===== config.mk =====
export PLATFORM = sky130hd
export DESIGN_NAME = signed_divider
export DESIGN_NICKNAME = d
export VERILOG_FILES = /design/src/rtl/signed_divider_pkg.sv /design/src/rtl/twos_negate.sv /design/src/rtl/signed_divider.sv
export SDC_FILE = /design/constraint.sdc
export NUM_CORES = 1
export LEC_CHECK = 0
export ABC_CLOCK_PERIOD_IN_PS = 5100
export CORE_MARGIN = 4
export CORE_UTILIZATION = 50
export CTS_BUF_LIST = sky130_fd_sc_hd__clkbuf_8
export DETAILED_ROUTE_END_ITERATION = 8
export PLACE_DENSITY = 0.73
export SETUP_SLACK_MARGIN = 0.1
export SLEW_MARGIN = 20
export SYNTH_ARGS = -nofsm -noshare
export SYNTH_HDL_FRONTEND = slang
export SYNTH_HIERARCHICAL = 1
export SYNTH_SLANG_ARGS = --single-unit

===== constraint.sdc =====
create_clock -name clk -period 5.1 [get_ports clk]
set_input_delay 1.53 -clock clk [delete_from_list [all_inputs] [get_ports clk]]
set_output_delay 1.53 -clock clk [all_outputs]
set_load 0.02 [all_outputs]

===== src/rtl/signed_divider_pkg.sv =====
// Shared definitions for the sequential signed divider: FSM encoding and default width.
package signed_divider_pkg;
  typedef enum logic [1:0] {
    IDLE   = 2'd0,
    DIVIDE = 2'd1,
    FINISH = 2'd2
  } state_e;

  localparam int DEF_N = 5;
endpackage


===== src/rtl/twos_negate.sv =====
// Conditional two's-complement negate; wraps the most-negative value onto itself.
module twos_negate #(
  parameter int n = 5
) (
  input  logic [n-1:0] a_i,
  input  logic         neg_i,
  output logic [n-1:0] y_o
);
  assign y_o = neg_i ? (~a_i + n'(1)) : a_i;
endmodule


===== src/rtl/signed_divider.sv =====
// Signed restoring divider: magnitudes in, one quotient bit per cycle, signs applied at the end.
module signed_divider
  import signed_divider_pkg::*;
#(
  parameter int n = DEF_N
) (
  input  logic         clk,
  input  logic         rst_n,
  input  logic         start,
  input  logic [n-1:0] A,
  input  logic [n-1:0] B,
  output logic         busy,
  output logic         done,
  output logic [n-1:0] Q,
  output logic [n-1:0] R,
  output logic         dz,
  output logic         ovf
);
  localparam int CW = $clog2(n + 1);

  state_e         state_q, state_d;
  logic [n:0]     rem_q, rem_d;
  logic [n-1:0]   quo_q, quo_d, dvs_q, dvs_d;
  logic [CW-1:0]  cnt_q, cnt_d;
  logic           sq_q, sq_d, sr_q, sr_d, dzf_q, dzf_d, ovff_q, ovff_d;
  logic [n-1:0]   q_q, q_d, r_q, r_d;
  logic           dz_q, dz_d, ovf_q, ovf_d, done_q, done_d;

  logic [n-1:0]   abs_a, abs_b, q_sgn, r_sgn;
  logic [n:0]     shifted, diff;
  logic           ge;

  twos_negate #(.n(n)) u_abs_a (.a_i(A),               .neg_i(A[n-1]), .y_o(abs_a));
  twos_negate #(.n(n)) u_abs_b (.a_i(B),               .neg_i(B[n-1]), .y_o(abs_b));
  twos_negate #(.n(n)) u_sgn_q (.a_i(quo_q),           .neg_i(sq_q),   .y_o(q_sgn));
  twos_negate #(.n(n)) u_sgn_r (.a_i(rem_q[n-1:0]),    .neg_i(sr_q),   .y_o(r_sgn));

  // One extra remainder bit keeps |A| = 2^(n-1) exact through the shift.
  assign shifted = {rem_q[n-1:0], quo_q[n-1]};
  assign ge      = shifted >= {1'b0, dvs_q};
  assign diff    = shifted - {1'b0, dvs_q};

  always_comb begin
    state_d = state_q;
    rem_d   = rem_q;
    quo_d   = quo_q;
    dvs_d   = dvs_q;
    cnt_d   = cnt_q;
    sq_d    = sq_q;
    sr_d    = sr_q;
    dzf_d   = dzf_q;
    ovff_d  = ovff_q;
    q_d     = q_q;
    r_d     = r_q;
    dz_d    = dz_q;
    ovf_d   = ovf_q;
    done_d  = 1'b0;
    case (state_q)
      IDLE: begin
        if (start) begin
          rem_d   = '0;
          quo_d   = abs_a;
          dvs_d   = abs_b;
          cnt_d   = CW'(n);
          sq_d    = A[n-1] ^ B[n-1];
          sr_d    = A[n-1];
          dzf_d   = (B == '0);
          ovff_d  = (A == {1'b1, {(n-1){1'b0}}}) && (B == '1);
          state_d = DIVIDE;
        end
      end
      DIVIDE: begin
        rem_d = ge ? diff : shifted;
        quo_d = {quo_q[n-2:0], ge};
        cnt_d = cnt_q - CW'(1);
        if (cnt_q == CW'(1)) state_d = FINISH;
      end
      FINISH: begin
        // With B=0 the remainder already holds |A|, so only Q needs forcing.
        q_d     = dzf_q ? '0 : q_sgn;
        r_d     = r_sgn;
        dz_d    = dzf_q;
        ovf_d   = ovff_q;
        done_d  = 1'b1;
        state_d = IDLE;
      end
      default: state_d = IDLE;
    endcase
  end

  always_ff @(posedge clk) begin
    if (!rst_n) begin
      state_q <= IDLE;
      rem_q   <= '0;
      quo_q   <= '0;
      dvs_q   <= '0;
      cnt_q   <= '0;
      sq_q    <= 1'b0;
      sr_q    <= 1'b0;
      dzf_q   <= 1'b0;
      ovff_q  <= 1'b0;
      q_q     <= '0;
      r_q     <= '0;
      dz_q    <= 1'b0;
      ovf_q   <= 1'b0;
      done_q  <= 1'b0;
    end else begin
      state_q <= state_d;
      rem_q   <= rem_d;
      quo_q   <= quo_d;
      dvs_q   <= dvs_d;
      cnt_q   <= cnt_d;
      sq_q    <= sq_d;
      sr_q    <= sr_d;
      dzf_q   <= dzf_d;
      ovff_q  <= ovff_d;
      q_q     <= q_d;
      r_q     <= r_d;
      dz_q    <= dz_d;
      ovf_q   <= ovf_d;
      done_q  <= done_d;
    end
  end

  assign busy = (state_q != IDLE);
  assign done = done_q;
  assign Q    = q_q;
  assign R    = r_q;
  assign dz   = dz_q;
  assign ovf  = ovf_q;
endmodule


==> reports/metrics.csv <==
metric;value;unit
yosysWarningCount;6;
fin_nets;303;
ant_nets;0;
clk_path_buf_depth;2;
grt_overflow;0;
dr.pass1.iters;4;
wirelength;4.25;mm
fp-row-count;23;
r2r-start;quo_q[4];
hpwlAfterDp;3.08;mm
crit_path_end_kind;output port;
fin_crit_sh;0.576;
vdd_drop_max;0.000135;V
clockPowerShare;0.284;
syn-instance-count;261;
hold_viol;0;
place_congestion;0.777;
dieArea;0.00553;mm^2
drive_above_1_share;0.0504;
die_w;74.3;um
post_cts_resized;0;
cts_setup_buffers;0;
timing.rr.end;rem_q[2];
seq_area;741;um^2
diodes;0;
fin_area;0.00253;mm^2
grt_pass1_wl;7.34;mm
synth_top_area_frac;0.337;
rrSetupSlack;2.89;ns
setup_viol;0;
fillerInstances;386;
yosysTopAreaCell;dfxtp_1;
area_delta_synth_final;14.8;%
synth_fp_nets;286;
fmax;0.340;GHz
swShare;0.306;
ys_types;39;
cts-buffers-inserted;5;
ys_ff_latch;37;
rsz0062_at_grt;false;
wire_per_inst;13.0;um
crit_slowest_cell;clkdlybuf4s50_1;
p_seq_frac;0.462;
yosysSeqAreaShare;0.337;
syn_area;0.00220;mm^2
dr_total_vias;1782;
via_per_inst;5.43;
clk_latency;0.29;ns
syn_area_per_cell;8.43;um^2
clkSlewWorstSetupHoldPaths;0.07;ns
holdPathEnd;Q[3];
placed_cell_area;0.00244;mm^2
status;finished clean;
antenna_found_initial;0;
drv_cap;0;
multi_input_area;0.00132;mm^2
worstPathRequired;3.57;ns
drc;0;
ys_async_sr_fraction;0;
critical_path_peak_fanout;5;
synth_ff_type;dfxtp_1;
switching_power;0.218;mW
fin_cells;328;
htreeDepth;2;
fin_crit;2.94;ns
crit_type;reg -> out;
cts_tree;done;
leakage;0.939;nW
synth_area_leaders;dfxtp_1 (34%), nand2_1 (8.2%), a21boi_1 (7.5%);
grt_use_total;0.171;
fin_skew;0.00599;ns
die_y;74.3;um
power;0.714;mW
hold_path_startpoint;Q[3];
worst_pin_slew;0.884;ns
coreArea;0.00412;mm^2
ff2ff_path_depth;8;
power.density;283;mW/mm^2
finalMaxSlewViolations;0;
crit_arrival;1.41;ns
pin_count;27;
internal_power;0.495;mW
synth-edff-count;0;
grt_max_degree;38;
drt_iter0_drc;101;
cts_root_buffer;clkbuf_8;
grt_pass1_vias;1640;
io_buffers;26;
setup_tns;0;ns
hold_depth;2;
pwr-share-comb;0.254;
max_stage_delay;0.54;ns
setup.worst_path.start_class;flop;
cts.sinks;37;
min_path_type;reg -> reg;
hold_buffers;0;
whs;0.452;ns
start_util;0.535;
max_slew_margin;0.409;
dp_cells;321;
crit_chain;nor2_1 > inv_1 > clkdlybuf4s50_1;
==> cells by family (layout without fill, tap and decap cells) <==
kind of cell	after synthesis	in the layout	synth area share
simple gates	106	106	0.253
mux	1	1	0.00512
buf+inv	33	50	0.0648
compound gates	59	59	0.217
xor+xnor	13	13	0.0517
fa+ha+maj	12	12	0.0716
flops	37	37	0.337
==> worst max-delay path by stage <==
stage / start / to / slack (ns) / depth (start not counted)
floorplan: A[1] / quo_q[4] / 2.71 / 7
global placement: start / quo_q[0] / 1.89 / 5
detailed placement: start / quo_q[0] / 1.85 / 5
CTS: state_q[0] / busy / 2.14 / 3
global route: state_q[0] / busy / 2.08 / 3
finish: state_q[0] / busy / 2.16 / 3
==> flip-flops by register name, summed over array words and instances, names as in the netlist <==
register / flops
quo_q: 5
R: 5
done: 1
Q: 5
ovff_q: 1
rem_q: 5
state_q: 2
dzf_q: 1
ovf: 1
dvs_q: 5
sq_q: 1
sr_q: 1
cnt_q: 3
dz: 1
==> synth_stat cells, types with 2 or more instances <==
cell type / count
nand2_1: 48
dfxtp_1: 37
a21boi_1: 22
inv_1: 17
nand2b_1: 15
ha_1: 11
xnor2_1: 10
clkbuf_1: 8
nand3_1: 6
nand3b_1: 5
nor3b_1: 5
o211a_1: 5
o211ai_1: 5
o21ai_0: 5
and2_1: 4
buf_4: 4
nand4bb_1: 4
nor2_1: 4
nor2b_1: 4
nor3_1: 4
o21a_1: 4
o31ai_2: 4
a21oi_1: 3
a32o_1: 3
buf_2: 3
o21ai_1: 3
xor2_1: 3
a21oi_4: 2
a32oi_1: 2
and3_1: 2
==> through the flow <==
step	setup slack (ns)	utilization
after global placement	1.89	0.594
after global routing	2.08	0.614
after CTS	2.14	0.615
final	2.16	0.614
after detailed placement	1.85	0.594
after floorplan	2.71	-
==> final cells by class <==
| class | count | area share |
|---|---|---|
| Clock buffer | 6 | 0.0327 |
| Clock inverter | 1 | 0.00149 |
| Inverter | 17 | 0.0253 |
| Multi-Input combinational cell | 191 | 0.522 |
| Sequential cell | 37 | 0.293 |
| Tap cell | 50 | 0.0248 |
| Timing Repair Buffer | 26 | 0.101 |
==> power groups by stage <==
stage | Clock (mW) | Sequential (mW) | Combinational [mW]
floorplan | 0 | 0.330 | 0.143
global placement | 0 | 0.335 | 0.178
detailed placement | 0 | 0.336 | 0.182
CTS | 0.208 | 0.329 | 0.183
global route | 0.223 | 0.332 | 0.204
finish | 0.203 | 0.330 | 0.181
==> cells in the final DEF (no fill, tap or decap), drive strengths merged, types with 2 or more instances in the layout <==
master          n
and2            4
o211ai          5
nor3            4
nand2          48
a21boi         22
inv            18
o211a           5
o31ai           4
dfxtp          37
clkdlybuf4s50  25
o21ai           8
clkbuf          6
nand3b          5
nand2b         15
o21a            4
ha             11
nand3           6
and3            2
nor3b           5
nand4bb         4
xnor2          10
a21oi           5
a32oi           2
nor2            5
a32o            3
xor2            3
nor2b           4
==> metal layers <==
metal	vias to the layer above	wire, um	track usage
met2	34	1930	0.281
met4	0	83	0.0652
met3	9	193	0.0446
met5	-	0	0
met1	815	2040	0.217
li1	924	-	-
==> worst max-delay path: cells and delay by family, from the launching register on <==
kind	cells	cell delay, ns
DFF	1	0.34
and+or+nand+nor	1	0.19
buffers and inverters	2	0.60
Power figures use the tool's default switching activity.
